--- config.mk ---
export PLATFORM = sky130hd
export DESIGN_NAME = bp_cce_lce_req_ingress
export DESIGN_NICKNAME = d
export VERILOG_FILES = /design/src/rtl/bp_cce_lce_req_ingress_pkg.sv /design/src/rtl/bp_cce_lce_req_ingress_credit_tracker.sv /design/src/rtl/bp_cce_lce_req_ingress.sv
export SDC_FILE = /design/constraint.sdc
export NUM_CORES = 1
export LEC_CHECK = 0
export BUFFER_PORTS_ARGS = -buffer_cell sky130_fd_sc_hd__buf_2
export CORE_MARGIN = 2
export CORE_UTILIZATION = 52
export CTS_CLUSTER_SIZE = 12
export DETAILED_ROUTE_END_ITERATION = 8
export PLACE_DENSITY = 0.8
export SYNTH_ARGS = -nofsm -noshare
export SYNTH_HDL_FRONTEND = slang
export SYNTH_SLANG_ARGS = --single-unit
--- constraint.sdc ---
create_clock -name clk_i -period 8.3 [get_ports clk_i]
set_input_delay 0.415 -clock clk_i [delete_from_list [all_inputs] [get_ports clk_i]]
set_output_delay 0.415 -clock clk_i [all_outputs]
set_load 0.02 [all_outputs]
--- src/rtl/bp_cce_lce_req_ingress_pkg.sv ---
// rtl/bp_cce_lce_req_ingress_pkg.sv - configuration, BedRock LCE request message types and CCE request enums
package bp_cce_lce_req_ingress_pkg;

    typedef enum logic [1:0] {e_bp_default_cfg = 2'd0} bp_params_e;

    localparam int num_lce_p             = 4;
    localparam int paddr_width_p         = 40;
    localparam int lce_id_width_p        = 4;
    localparam int cce_id_width_p        = 4;
    localparam int lce_assoc_p           = 8;
    localparam int dword_width_p         = 64;
    localparam int cce_block_width_p     = 128;
    localparam int coh_noc_max_credits_p = 8;
    localparam int lg_lce_assoc_lp       = $clog2(lce_assoc_p);

    typedef enum logic [3:0] {
        e_bedrock_req_rd    = 4'd0,
        e_bedrock_req_wr    = 4'd1,
        e_bedrock_req_uc_rd = 4'd2,
        e_bedrock_req_uc_wr = 4'd3
    } bp_bedrock_req_type_e;

    typedef enum logic [1:0] {
        e_cce_req_rd,
        e_cce_req_wr,
        e_cce_req_uc_rd,
        e_cce_req_uc_wr
    } bp_cce_req_type_e;

    typedef enum logic [1:0] {e_reset, e_run, e_drop} bp_cce_lce_req_ingress_state_e;

    typedef struct packed {
        logic [lg_lce_assoc_lp-1:0] lru_way_id;
        logic                       non_exclusive;
        logic [lce_id_width_p-1:0]  src_id;
        logic [cce_id_width_p-1:0]  dst_id;
    } bp_bedrock_lce_req_payload_s;

    // msg_type is kept raw so that encodings outside the legal set reach the decoder intact
    typedef struct packed {
        logic [3:0]                  msg_type;
        logic [3:0]                  subop;
        logic [paddr_width_p-1:0]    addr;
        logic [2:0]                  size;
        bp_bedrock_lce_req_payload_s payload;
    } bp_bedrock_lce_req_header_s;

    typedef struct packed {
        bp_bedrock_lce_req_header_s   header;
        logic [cce_block_width_p-1:0] data;
    } bp_bedrock_lce_req_msg_s;

    localparam int lce_req_msg_width_lp = $bits(bp_bedrock_lce_req_msg_s);

    function automatic int bp_num_lce(bp_params_e cfg);
        case (cfg)
            e_bp_default_cfg: bp_num_lce = num_lce_p;
            default:          bp_num_lce = num_lce_p;
        endcase
    endfunction

    function automatic logic bp_lce_req_type_legal(logic [3:0] t);
        case (t)
            e_bedrock_req_rd, e_bedrock_req_wr,
            e_bedrock_req_uc_rd, e_bedrock_req_uc_wr: bp_lce_req_type_legal = 1'b1;
            default:                                  bp_lce_req_type_legal = 1'b0;
        endcase
    endfunction

    function automatic bp_cce_req_type_e bp_cce_decode_req_type(logic [3:0] t);
        case (t)
            e_bedrock_req_wr:    bp_cce_decode_req_type = e_cce_req_wr;
            e_bedrock_req_uc_rd: bp_cce_decode_req_type = e_cce_req_uc_rd;
            e_bedrock_req_uc_wr: bp_cce_decode_req_type = e_cce_req_uc_wr;
            default:             bp_cce_decode_req_type = e_cce_req_rd;
        endcase
    endfunction

endpackage

--- src/rtl/bp_cce_lce_req_ingress_credit_tracker.sv ---
// rtl/bp_cce_lce_req_ingress_credit_tracker.sv - per-LCE outstanding request counters with sticky overflow/underflow
module bp_cce_lce_credit_tracker
    import bp_cce_lce_req_ingress_pkg::*;
#(
    parameter int els_p      = 4,
    parameter int id_width_p = 4,
    parameter int credits_p  = 8
) (
    input  logic                  clk_i,
    input  logic                  reset_i,
    input  logic                  inc_v_i,
    input  logic [id_width_p-1:0] inc_id_i,
    input  logic                  dec_v_i,
    input  logic [id_width_p-1:0] dec_id_i,
    output logic                  bad_id_o,
    output logic                  overflow_o,
    output logic                  underflow_o
);

    localparam int cnt_width_lp = $clog2(credits_p + 1);
    localparam logic [cnt_width_lp-1:0] cnt_max_lp = cnt_width_lp'(credits_p);

    logic [cnt_width_lp-1:0] cnt_r [els_p];
    logic [els_p-1:0]        inc_hit, dec_hit, at_max, at_zero;
    logic                    inc_ok, dec_ok, overflow_r, underflow_r;

    assign inc_ok   = {1'b0, inc_id_i} < (id_width_p + 1)'(els_p);
    assign dec_ok   = {1'b0, dec_id_i} < (id_width_p + 1)'(els_p);
    assign bad_id_o = (inc_v_i & ~inc_ok) | (dec_v_i & ~dec_ok);

    always_comb begin
        inc_hit = '0;
        dec_hit = '0;
        at_max  = '0;
        at_zero = '0;
        for (int i = 0; i < els_p; i++) begin
            inc_hit[i] = inc_v_i & inc_ok & (inc_id_i == id_width_p'(i));
            dec_hit[i] = dec_v_i & dec_ok & (dec_id_i == id_width_p'(i));
            at_max[i]  = cnt_r[i] == cnt_max_lp;
            at_zero[i] = cnt_r[i] == '0;
        end
    end

    // An increment and a decrement on the same LCE cancel, including at the limits
    always_ff @(posedge clk_i) begin
        if (reset_i) begin
            for (int i = 0; i < els_p; i++) begin
                cnt_r[i] <= '0;
            end
            overflow_r  <= 1'b0;
            underflow_r <= 1'b0;
        end else begin
            for (int i = 0; i < els_p; i++) begin
                if (inc_hit[i] & ~dec_hit[i] & ~at_max[i]) begin
                    cnt_r[i] <= cnt_r[i] + 1'b1;
                end else if (dec_hit[i] & ~inc_hit[i] & ~at_zero[i]) begin
                    cnt_r[i] <= cnt_r[i] - 1'b1;
                end
            end
            if (|(inc_hit & ~dec_hit & at_max)) begin
                overflow_r <= 1'b1;
            end
            if (|(dec_hit & ~inc_hit & at_zero)) begin
                underflow_r <= 1'b1;
            end
        end
    end

    assign overflow_o  = overflow_r;
    assign underflow_o = underflow_r;

endmodule

--- src/rtl/bp_cce_lce_req_ingress.sv ---
// rtl/bp_cce_lce_req_ingress.sv - CCE receiver for LCE requests: buffering, head decode, credit checking
module bp_cce_lce_req_ingress
    import bp_cce_lce_req_ingress_pkg::*;
#(
    parameter bp_params_e bp_params_p  = e_bp_default_cfg,
    parameter int         credits_p    = coh_noc_max_credits_p,
    parameter int         buffer_els_p = 2
) (
    input  logic                            clk_i,
    input  logic                            reset_i,
    input  logic [cce_id_width_p-1:0]       cce_id_i,
    input  logic [lce_req_msg_width_lp-1:0] lce_req_i,
    input  logic                            lce_req_v_i,
    output logic                            lce_req_ready_o,
    output logic                            req_v_o,
    input  logic                            req_yumi_i,
    output logic [1:0]                      req_type_o,
    output logic [lce_id_width_p-1:0]       req_lce_id_o,
    output logic [paddr_width_p-1:0]        req_addr_o,
    output logic [2:0]                      req_size_o,
    output logic [lg_lce_assoc_lp-1:0]      req_lru_way_o,
    output logic                            req_non_excl_o,
    output logic [dword_width_p-1:0]        req_data_o,
    output logic                            req_misroute_o,
    input  logic                            req_complete_i,
    input  logic [lce_id_width_p-1:0]       req_complete_lce_id_i,
    output logic                            credit_overflow_o,
    output logic                            credit_underflow_o,
    output logic                            bad_type_o
);

    localparam int num_lce_lp = bp_num_lce(bp_params_p);
    localparam int ptr_width_lp = (buffer_els_p > 1) ? $clog2(buffer_els_p) : 1;
    localparam int cnt_width_lp = $clog2(buffer_els_p + 1);
    localparam logic [ptr_width_lp-1:0] last_ptr_lp = ptr_width_lp'(buffer_els_p - 1);

    bp_bedrock_lce_req_msg_s       mem_r [buffer_els_p];
    bp_bedrock_lce_req_msg_s       head;
    logic [ptr_width_lp-1:0]       rptr_r, wptr_r;
    logic [cnt_width_lp-1:0]       count_r;
    logic                          fifo_full, head_v, head_legal;
    logic                          enq, deq, ready, req_v, drop, bad_head;
    logic                          bad_type_r, trk_bad_id;
    bp_cce_lce_req_ingress_state_e state_r, state_n;

    assign fifo_full  = count_r == cnt_width_lp'(buffer_els_p);
    assign head_v     = count_r != '0;
    assign head       = mem_r[rptr_r];
    assign head_legal = bp_lce_req_type_legal(head.header.msg_type);

    assign enq = lce_req_v_i & ready;
    assign deq = (req_v & req_yumi_i) | drop;

    always_ff @(posedge clk_i) begin
        if (enq) begin
            mem_r[wptr_r] <= lce_req_i;
        end
    end

    always_ff @(posedge clk_i) begin
        if (reset_i) begin
            rptr_r  <= '0;
            wptr_r  <= '0;
            count_r <= '0;
        end else begin
            if (enq) begin
                wptr_r <= (wptr_r == last_ptr_lp) ? '0 : wptr_r + 1'b1;
            end
            if (deq) begin
                rptr_r <= (rptr_r == last_ptr_lp) ? '0 : rptr_r + 1'b1;
            end
            case ({enq, deq})
                2'b10:   count_r <= count_r + 1'b1;
                2'b01:   count_r <= count_r - 1'b1;
                default: count_r <= count_r;
            endcase
        end
    end

    always_ff @(posedge clk_i) begin
        if (reset_i) begin
            state_r <= e_reset;
        end else begin
            state_r <= state_n;
        end
    end

    // ready comes from registered state (plus reset) so the LCE may derive valid from it
    always_comb begin
        state_n  = state_r;
        ready    = 1'b0;
        req_v    = 1'b0;
        drop     = 1'b0;
        bad_head = 1'b0;
        case (state_r)
            e_reset: state_n = e_run;
            e_run: begin
                ready    = ~fifo_full;
                req_v    = head_v & head_legal;
                bad_head = head_v & ~head_legal;
                if (bad_head) begin
                    state_n = e_drop;
                end
            end
            e_drop: begin
                ready   = ~fifo_full;
                drop    = head_v;
                state_n = e_run;
            end
            default: state_n = e_reset;
        endcase
        if (reset_i) begin
            ready    = 1'b0;
            req_v    = 1'b0;
            drop     = 1'b0;
            bad_head = 1'b0;
        end
    end

    assign lce_req_ready_o = ready;
    assign req_v_o         = req_v;

    always_comb begin
        req_type_o     = '0;
        req_lce_id_o   = '0;
        req_addr_o     = '0;
        req_size_o     = '0;
        req_lru_way_o  = '0;
        req_non_excl_o = 1'b0;
        req_data_o     = '0;
        req_misroute_o = 1'b0;
        if (req_v) begin
            req_type_o     = bp_cce_decode_req_type(head.header.msg_type);
            req_lce_id_o   = head.header.payload.src_id;
            req_addr_o     = head.header.addr;
            req_size_o     = head.header.size;
            req_lru_way_o  = head.header.payload.lru_way_id;
            req_non_excl_o = head.header.payload.non_exclusive;
            req_data_o     = head.data[dword_width_p-1:0];
            req_misroute_o = head.header.payload.dst_id != cce_id_i;
        end
    end

    logic unused_head;
    assign unused_head = ^{head.header.subop, head.data[cce_block_width_p-1:dword_width_p]};

    bp_cce_lce_credit_tracker #(
        .els_p      (num_lce_lp),
        .id_width_p (lce_id_width_p),
        .credits_p  (credits_p)
    ) credit_tracker (
        .clk_i       (clk_i),
        .reset_i     (reset_i),
        .inc_v_i     (req_v & req_yumi_i),
        .inc_id_i    (head.header.payload.src_id),
        .dec_v_i     (req_complete_i),
        .dec_id_i    (req_complete_lce_id_i),
        .bad_id_o    (trk_bad_id),
        .overflow_o  (credit_overflow_o),
        .underflow_o (credit_underflow_o)
    );

    always_ff @(posedge clk_i) begin
        if (reset_i) begin
            bad_type_r <= 1'b0;
        end else if (bad_head | trk_bad_id) begin
            bad_type_r <= 1'b1;
        end
    end

    assign bad_type_o = bad_type_r;

endmodule

==> results_dict.tcl <==
set metrics [dict create \
    status "finished clean" \
    final_layout_size_suffix_gt1_share_pct 30.9 \
    hold_class "in -> reg" \
    clkPwrFrac_pct 37.0 \
    grt_max_degree 76 \
    ys.flop_type "edfxtp_1" \
    ir_worst_vdd_mv 0.213 \
    wirelength_mm 23.2 \
    critical-path-slowest-cell "buf_4" \
    power.switching_mw 0.679 \
    ctsHoldBuffers 0 \
    finalSetupTns_ns 0 \
    p_leak_nw 5.07 \
    fin_skew_ns 0.00868 \
    period_minus_slack_ns 4.48 \
    drv_cap 0 \
    firstDrtPassIters 4 \
    critical_path.most_common_cell "buf_4" \
    stdcell_count 1306 \
    synth_top_cells_by_count "edfxtp_1, nor2_1, mux2i_1" \
    met2_usage_pct 35.5 \
    setup_violations 0 \
    p_sw_share_pct 22.0 \
    die_w_um 151 \
    fillers 1526 \
    grt_pass1_wl_mm 34.9 \
    cp-end-kind "register" \
    crit_required_ns 8.54 \
    syn_inst 746 \
    grtUsageMet1_pct 22.4 \
    clkTransAtPathRegs_ns 0.06 \
    syn_avg_cell_area_um2 15.1 \
    worst-path-buf-inv 3 \
    drt_iter0_markers 401 \
    synth_area_leaders "edfxtp_1, mux2i_1, nor2_1" \
    wl_per_cell_um 17.8 \
    busiest_layer "met2" \
    yosysMostFrequentCell "edfxtp_1" \
    dpl.cell_count 1255 \
    cts_buffers 28 \
    cts_tree "built" \
    path_max_fanout 57 \
    ys_ff_latch 272 \
    fp.dieH_um 151 \
    worstPathCellList "buf_4 -> nor3b_4 -> o211ai_4 -> buf_4 -> or4_1 -> nand3_1 -> inv_1 -> ha_1 -> a21o_1 -> a21oi_1 -> and3b_1 -> mux2i_1 -> a31oi_1" \
    gr-usage-met3_pct 5.84 \
    arrival_ns 4.71 \
    clk_latency_ns 0.52 \
    clock_tree.buffer_depth 3 \
    post_cts_buffers 0 \
    initial_utilization_pct 53.3 \
    syn2layout_area_growth_pct 21.6 \
    slew_violations 0 \
    cts_max_level 1 \
    hold_violations 0 \
    gp_congestion 0.804 \
    critPathLaunchType "register" \
    design_area_mm2 0.0137 \
    rows 53 \
    critical_path.max_stage_delay_ns 0.75 \
    maxSlewHeadroom_pct 30.2 \
    p_comb_share_pct 9.2 \
    ant_nets 0 \
    path_class "reg -> reg" \
    fmax_mhz 223 \
    seq_area_frac_synth_pct 71.5 \
    cts_sinks 272 \
    total_power_mw 3.09 \
    netlist_area_mm2 0.0113 \
    tightest_slew_ns 1.05 \
    drc 0 \
    antenna_found_initial 8 \
    io_pins 327 \
    ys_types 61 \
    via_per_inst 5.34 \
    place_hpwl_mm 15.4 \
    synth_top_area_share_pct 69.7 \
    yosys_warnings 0 \
    final_nets 1231 \
    placed_cell_area_mm2 0.0129 \
    period_share_pct 53.9 \
    rsz0062_at_grt "false" \
    async_reset_ff_share_pct 0 \
    seqPwrFrac_pct 53.8 \
    syn_nets 967 \
    cpLargestDelayFamily "simple AND/OR/NAND/NOR gates" \
    cts_resized 0 \
    grt_usage_pct 19.8 \
    core_mm2 0.0212 \
    synth.largest_area_cell "edfxtp_1" \
    p_int_mw 2.41 \
    dieArea_mm2 0.0229 \
    port_buffers 258 \
    cts-root-buf "clkbuf_16" \
    grt_pass1_vias 6919 \
    grt_overflow_total 0 \
    powerDensity_mw_per_mm2 225 \
    synth_edf_count 262 \
    vias 6973 \
]
-- area by class of cell --
cell class                      instances  area, µm²  area share, %
Sequential cell                       272       8070           58.8
Multi-Input combinational cell        425       3040           22.1
Timing Repair Buffer                  266       1350           9.85
Clock buffer                           39        783           5.71
Tap cell                              275        344           2.51
Inverter                               17       63.8          0.465
Clock inverter                          7       60.1          0.438
Antenna cell                            5       12.5         0.0912
-- cell families after synthesis --
family,share of synthesized area (%)
fa+ha+maj,2.09
compound gates,3.12
buf+inv,1.71
xor+xnor,0.932
simple gates,9.16
flops,71.5
mux,11.5
-- cell usage in the layout, fill, tap and decap left out, types with 3 or more instances in the layout --
cell type  count
nor3_1        17
clkbuf_1       8
nor2b_1        4
diode_2        5
a21o_1         6
o211ai_1       4
mux2i_1      126
dfxtp_1        9
buf_2        258
nand2b_1       4
nand2_1       13
or4_1          5
inv_1         15
fa_1           3
nor4_1         6
clkinv_2       3
a31oi_1        4
xor2_1         9
buf_4          8
xnor2_1        3
nand3_1        9
a21oi_1       12
clkbuf_16     29
nor2_1       138
edfxtp_1     262
ha_1          14
mux2_1         3
-- state kept, by name, indices dropped and copies added (netlist names), named ones only --
register and flops:
bad_type_o 1, count_r 2, state_r 2, wptr_r 1, rptr_r 1, credit_tracker.overflow_o 1
credit_tracker.underflow_o 1, credit_tracker.cnt_r 16, mem_r 246
-- stage by stage --
step	utilization (%)	hold WS, ns	worst slack [ns]
2_1_floorplan	-	0.480	1.44
3_3_place_gp	60.8	0.496	3.87
3_5_place_dp	60.8	0.512	3.79
4_1_cts	64.8	0.0523	3.77
5_1_grt	64.9	0.0556	3.53
6_report	64.9	0.0752	3.82
-- path summary, 6_finish.rpt --
| path | depth (start not counted) | slack (ns) | start | to |
|---|---|---|---|---|
| hold reg to reg | 2 | 0.52 | credit_tracker.overflow_o | credit_tracker.overflow_o |
| hold / removal | 1 | 0.08 | lce_req_i[63] | mem_r[1][63] |
| setup reg to reg | 13 | 3.82 | register | credit_tracker.cnt_r[0][7] |
| setup / recovery | 13 | 3.82 | register | credit_tracker.cnt_r[0][7] |
-- metal layers --
layer  up-vias  share of wire, %
li1       3322                 -
met1      3371                37
met2       224                53
met3        50               7.4
met4         6               2.6
met5         -              0.15
-- power groups by stage --
stage	sequential, mW	clock [mW]	combinational, mW
6_report	1.66	1.14	0.284
5_1_grt	1.67	1.22	0.316
4_1_cts	1.66	1.17	0.287
3_5_place_dp	1.69	0	0.285
3_3_place_gp	1.69	0	0.276
2_1_floorplan	1.70	0	0.188
Power figures use the tool's default switching activity.
